File: src/rtl/la_vdemux_pipe.sv
// rtl/la_vdemux_pipe.sv - one-hot select valid/ready demux with per-port output register
module la_vdemux_pipe #(
  parameter int    N    = 4,
  parameter int    W    = 8,
  parameter string PROP = "DEFAULT"
) (
  input  logic           clk,
  input  logic           reset,
  input  logic           in_valid,
  input  logic [N-1:0]   in_sel,
  input  logic [W-1:0]   in_data,
  output logic           in_ready,
  output logic [N-1:0]   out_valid,
  output logic [W*N-1:0] out_data,
  input  logic [N-1:0]   out_ready,
  output logic           err,
  input  logic           err_clr,
  output logic [7:0]     drop_cnt
);

  logic [N-1:0] valid_q, valid_d;
  logic [W-1:0] data_q [N];
  logic [W-1:0] data_d [N];
  logic         err_q, err_d;
  logic [7:0]   cnt_q, cnt_d;

  logic         onehot;
  logic [N-1:0] free;
  logic [N-1:0] push;
  logic         drop;

  // Exactly one bit set: non-zero and clearing the lowest set bit leaves nothing.
  assign onehot = (in_sel != '0) && ((in_sel & (in_sel - N'(1))) == '0);
  assign free   = ~valid_q | out_ready;

  // With a one-hot select, the AND picks out free[k] without decoding k.
  assign in_ready = onehot ? |(in_sel & free) : 1'b1;

  assign push = (in_valid && onehot && in_ready) ? in_sel : '0;
  assign drop = in_valid && !onehot;

  always_comb begin
    valid_d = valid_q;
    for (int j = 0; j < N; j++) begin
      data_d[j] = data_q[j];
      if (push[j]) begin
        valid_d[j] = 1'b1;
        data_d[j]  = in_data;
      end else if (out_ready[j]) begin
        valid_d[j] = 1'b0;
      end
    end
  end

  // A drop in the same cycle as err_clr wins: the new event is recorded.
  always_comb begin
    err_d = err_q;
    cnt_d = cnt_q;
    if (drop) begin
      err_d = 1'b1;
      if (err_clr) begin
        cnt_d = 8'd1;
      end else if (cnt_q != 8'hFF) begin
        cnt_d = cnt_q + 8'd1;
      end
    end else if (err_clr) begin
      err_d = 1'b0;
      cnt_d = 8'd0;
    end
  end

  always_ff @(posedge clk or posedge reset) begin
    if (reset) begin
      valid_q <= '0;
      err_q   <= 1'b0;
      cnt_q   <= 8'd0;
      for (int j = 0; j < N; j++) begin
        data_q[j] <= '0;
      end
    end else begin
      valid_q <= valid_d;
      err_q   <= err_d;
      cnt_q   <= cnt_d;
      for (int j = 0; j < N; j++) begin
        data_q[j] <= data_d[j];
      end
    end
  end

  always_comb begin
    out_data = '0;
    for (int j = 0; j < N; j++) begin
      out_data[j*W +: W] = data_q[j];
    end
  end

  assign out_valid = valid_q;
  assign err       = err_q;
  assign drop_cnt  = cnt_q;

endmodule

File: config.mk
export PLATFORM = sky130hd
export DESIGN_NAME = la_vdemux_pipe
export DESIGN_NICKNAME = d
export VERILOG_FILES = /design/src/rtl/la_vdemux_pipe.sv
export SDC_FILE = /design/constraint.sdc
export NUM_CORES = 1
export LEC_CHECK = 0
export CAP_MARGIN = 20
export CORE_MARGIN = 5
export CORE_UTILIZATION = 45
export DETAILED_ROUTE_END_ITERATION = 6
export HOLD_SLACK_MARGIN = 0.15
export PLACE_DENSITY = 0.85
export SYNTH_ARGS = -nofsm -noshare
export SYNTH_HDL_FRONTEND = slang
export SYNTH_SLANG_ARGS = --single-unit
export TNS_END_PERCENT = 50
File: constraint.sdc
create_clock -name clk -period 6.8 [get_ports clk]
set_clock_uncertainty 0.1 [all_clocks]
set_input_delay 2.04 -clock clk [delete_from_list [all_inputs] [get_ports clk]]
set_output_delay 2.04 -clock clk [all_outputs]
set_load 0.03 [all_outputs]
==> results.py, run 1 <==
metrics = {
    "outcome": {
        "status": "complete, no violations",
    },
    "placement": {
        "port-buffer-count": 65,
        "dp_hpwl_mm": 3.302,
        "place_congestion": 0.7584,
        "place_ws_ns": 0.3125,
        "dpl_cell_area_mm2": 0.002706,
    },
    "floorplan": {
        "fp-row-count": 24,
        "initial_utilization_pct": 46.21,
        "pin_count": 66,
        "core_mm2": 0.004324,
        "die_w_um": 76.64,
        "dieArea_mm2": 0.005873,
        "die_y_um": 76.64,
    },
    "global_routing": {
        "antenna_found_initial": 0,
        "grt_max_degree": 46,
        "grt_usage_pct": 16.78,
        "overflow": 0,
        "grt_pass1_vias": 1572,
        "grt_pass1_wl_mm": 8.038,
    },
    "timing": {
        "worst_slack_ns": 0.2914,
        "fin_crit_sh_pct": 95.71,
        "setup_viol": 0,
        "tns_ns": 0,
        "maxSlewViolCount": 0,
        "fin_crit_ns": 6.509,
        "relSlewSlack_pct": 39.24,
        "clock.fmax_mhz": 153.6,
        "worstMarginPinSlew_ns": 0.9101,
        "rsz0062_at_grt": "no",
        "hold_violations": 0,
    },
    "critical_path": {
        "r2r-end": "drop_cnt[2]$_DFFE_PP0P_",
        "crit_path_max_incr_delay_ns": 0.72,
        "r2r_start": "drop_cnt[0]$_DFFE_PP0P_",
        "critPathSlowestCell": "a211oi_2",
        "crit_arrival_ns": 4.37,
        "cp-end-kind": "output port",
        "crit_required_ns": 4.66,
        "cp_cell_sequence": "clkdlybuf4s50_1 -> xor2_1 -> a211oi_2 -> nand3b_1 -> clkdlybuf4s50_1",
        "crit_path_frequent_cell": "clkdlybuf4s50_1",
        "cp_max_fo": 7,
        "r2r_slack_ns": 4.59,
        "r2r_cells": 5,
        "start_kind": "input port",
        "setup.worst_path.class": "in2out",
    },
    "layout": {
        "final_area_mm2": 0.002803,
        "final_nets": 239,
        "final_layout_size_suffix_gt1_share_pct": 25.11,
        "post-route-util_pct": 64.81,
        "syn2layout_area_growth_pct": 40.26,
        "antenna_cells": 0,
    },
    "clock_tree": {
        "cts_hold_buffers": 0,
        "cts_buffers": 5,
        "cts.path.max_buffers": 2,
        "insertion_delay_ns": 0.29,
        "post-cts-setup-buffers": 0,
        "htree_levels": 2,
        "clkSinkCount": 45,
        "cts_root_buffer": "clkbuf_8",
        "clkTransAtPathRegs_ns": 0.08,
        "post_cts_resized": 0,
        "cts_tree": "built",
    },
    "power": {
        "p_int_w": 0.0005732,
        "p_comb_share_pct": 40.1,
        "p_clk_share_pct": 19.3,
        "p_seq_share_pct": 40.5,
        "swShare_pct": 35.62,
        "p_leak_nw": 1.155,
        "p_sw_w": 0.0003172,
        "powerDensity_mw_per_mm2": 317.7,
        "ir_drop_v": 0.0002339,
    },
    "synth": {
        "ys_seq_elements": 45,
        "async_reset_ff_share_pct": 100.0,
        "syn_area_mm2": 0.001998,
        "synth.most_common_cell": "dfrtp_1",
        "synth_largest_area_cell": "dfrtp_1",
        "synth_top_area_share_pct": 56.36,
        "synth_common_cells": "45 x dfrtp_1, 34 x mux2_2, 8 x inv_1, 7 x nand2_1, 6 x nand2b_1",
        "synthDistinctLibCells": 33,
        "synth_cells": 147,
        "synth_ff_type": "dfrtp_1",
        "synth.yosys.seq_area_share_pct": 56.36,
        "synth_area_leaders": "dfrtp_1 56%, mux2_2 19%, a211oi_4 4.0%, nand2b_1 1.9%, a21o_2 1.8%",
        "syn-num-nets": 168,
        "syn_avg_cell_area_um2": 13.59,
        "yosys_warnings": 0,
        "synth-edff-count": 0,
    },
    "detailed_routing": {
        "wl_met3_um": 425,
        "highest_layer": "met4",
        "wl_per_cell_um": 16.99,
        "met1_length_mm": 2.066,
        "drtIter0Drc": 48,
        "dr.pass1.iters": 4,
        "drtAntennaViolNets": 0,
        "vias": 1464,
        "route.detailed.drc": 0,
        "avgViaCountPerCell": 5.402,
        "wl_met2_mm": 2.076,
        "wl_mm": 4.605,
    },
    "min_path": {
        "min-delay-path-class": "reg2reg",
        "hold_path_startpoint": "out_data[15]$_DFFE_PP0P_",
        "min_to": "out_data[15]$_DFFE_PP0P_",
        "hold_depth": 1,
    },
    "job": {
        "max_cap_violations": 0,
    },
}
-- area by class of cell --
class	count	area (um2)
Fill cell	356	1521
Sequential cell	45	1126
Multi-Input combinational cell	92	827.0
Timing Repair Buffer	66	658.1
Clock buffer	6	82.58
Tap cell	52	65.06
Inverter	8	30.03
Clock inverter	2	13.76
-- through the flow --
step	instances	power [W]	hold slack, ns
floorplan	147	0.0005647	0.5693
global placement	263	0.0007204	0.3887
detailed placement	263	0.0007258	0.3947
CTS	271	0.0009001	0.4154
global route	271	0.0009396	0.4319
finish	271	0.0008904	0.4082
-- logic make-up (layout without fill, tap and decap cells) --
| group | Yosys count | after routing | share of synthesized area, % |
|---|---|---|---|
| DFF | 45 | 45 | 56.36 |
| muxes | 35 | 35 | 19.66 |
| and+or+nand+nor | 33 | 33 | 9.205 |
| AOI/OAI and AO/OA | 22 | 22 | 11.46 |
| buffers and inverters | 10 | 82 | 2.254 |
| adders and majority gates | 1 | 1 | 0.6261 |
| xor gates and xnor gates | 1 | 1 | 0.4384 |
-- state kept, by name (all words and copies together), names as in the netlist --
signal	count
out_data	32
drop_cnt	8
out_valid	4
err	1
-- power groups by stage --
stage	clock [W]	combinational (W)	sequential [W]
6_report	0.000172	0.000357	0.000361
5_1_grt	0.000191	0.000377	0.000371
4_1_cts	0.000177	0.000362	0.000362
3_5_place_dp	0	0.000360	0.000366
3_3_place_gp	0	0.000357	0.000363
2_1_floorplan	0	0.0000767	0.000488
-- worst max path at each step --
stage | from | to
after global placement | in_sel[0] | in_ready
after CTS | in_sel[0] | in_ready
after floorplan | out_ready[3] | in_ready
after global routing | in_sel[0] | in_ready
after detailed placement | in_sel[0] | in_ready
final | in_sel[0] | in_ready
-- worst max-delay path: cells and delay by family --
family | cells | cell delay [ns]
compound gates | 1 | 0.72
buf+inv | 2 | 1.19
xor+xnor | 1 | 0.23
simple gates | 1 | 0.20
-- cells in the final DEF (no fill, tap or decap), types with 2 or more instances in the layout --
cell	n
clkdlybuf4s50_1	65
dfrtp_1	45
mux2_2	34
inv_1	7
nand2_1	7
nand2b_1	6
clkbuf_8	6
nor2_1	5
a211oi_4	4
a21o_2	4
nor4b_1	2
nand3_1	2
nor3_1	2
a31oi_1	2
o31ai_1	2
or4_1	2
a21oi_1	2
nor2b_1	2
nor4_1	2
-- per-layer routing --
layer  global-route usage [%]  vias to the layer above
li1                         -                      673
met1                    23.19                      732
met2                    24.14                       55
met3                    7.329                        4
met4                    4.196                        0
met5                        0                        -
No activity file was read; power rests on OpenSTA's default activity.
==> run 2, diff against run 1 <==
Settings changed: SKIP_CTS_REPAIR_TIMING from default to 1.
==> results of run 2 <==
Same layout as run 1: the final DEF is identical, and so are final timing and power.
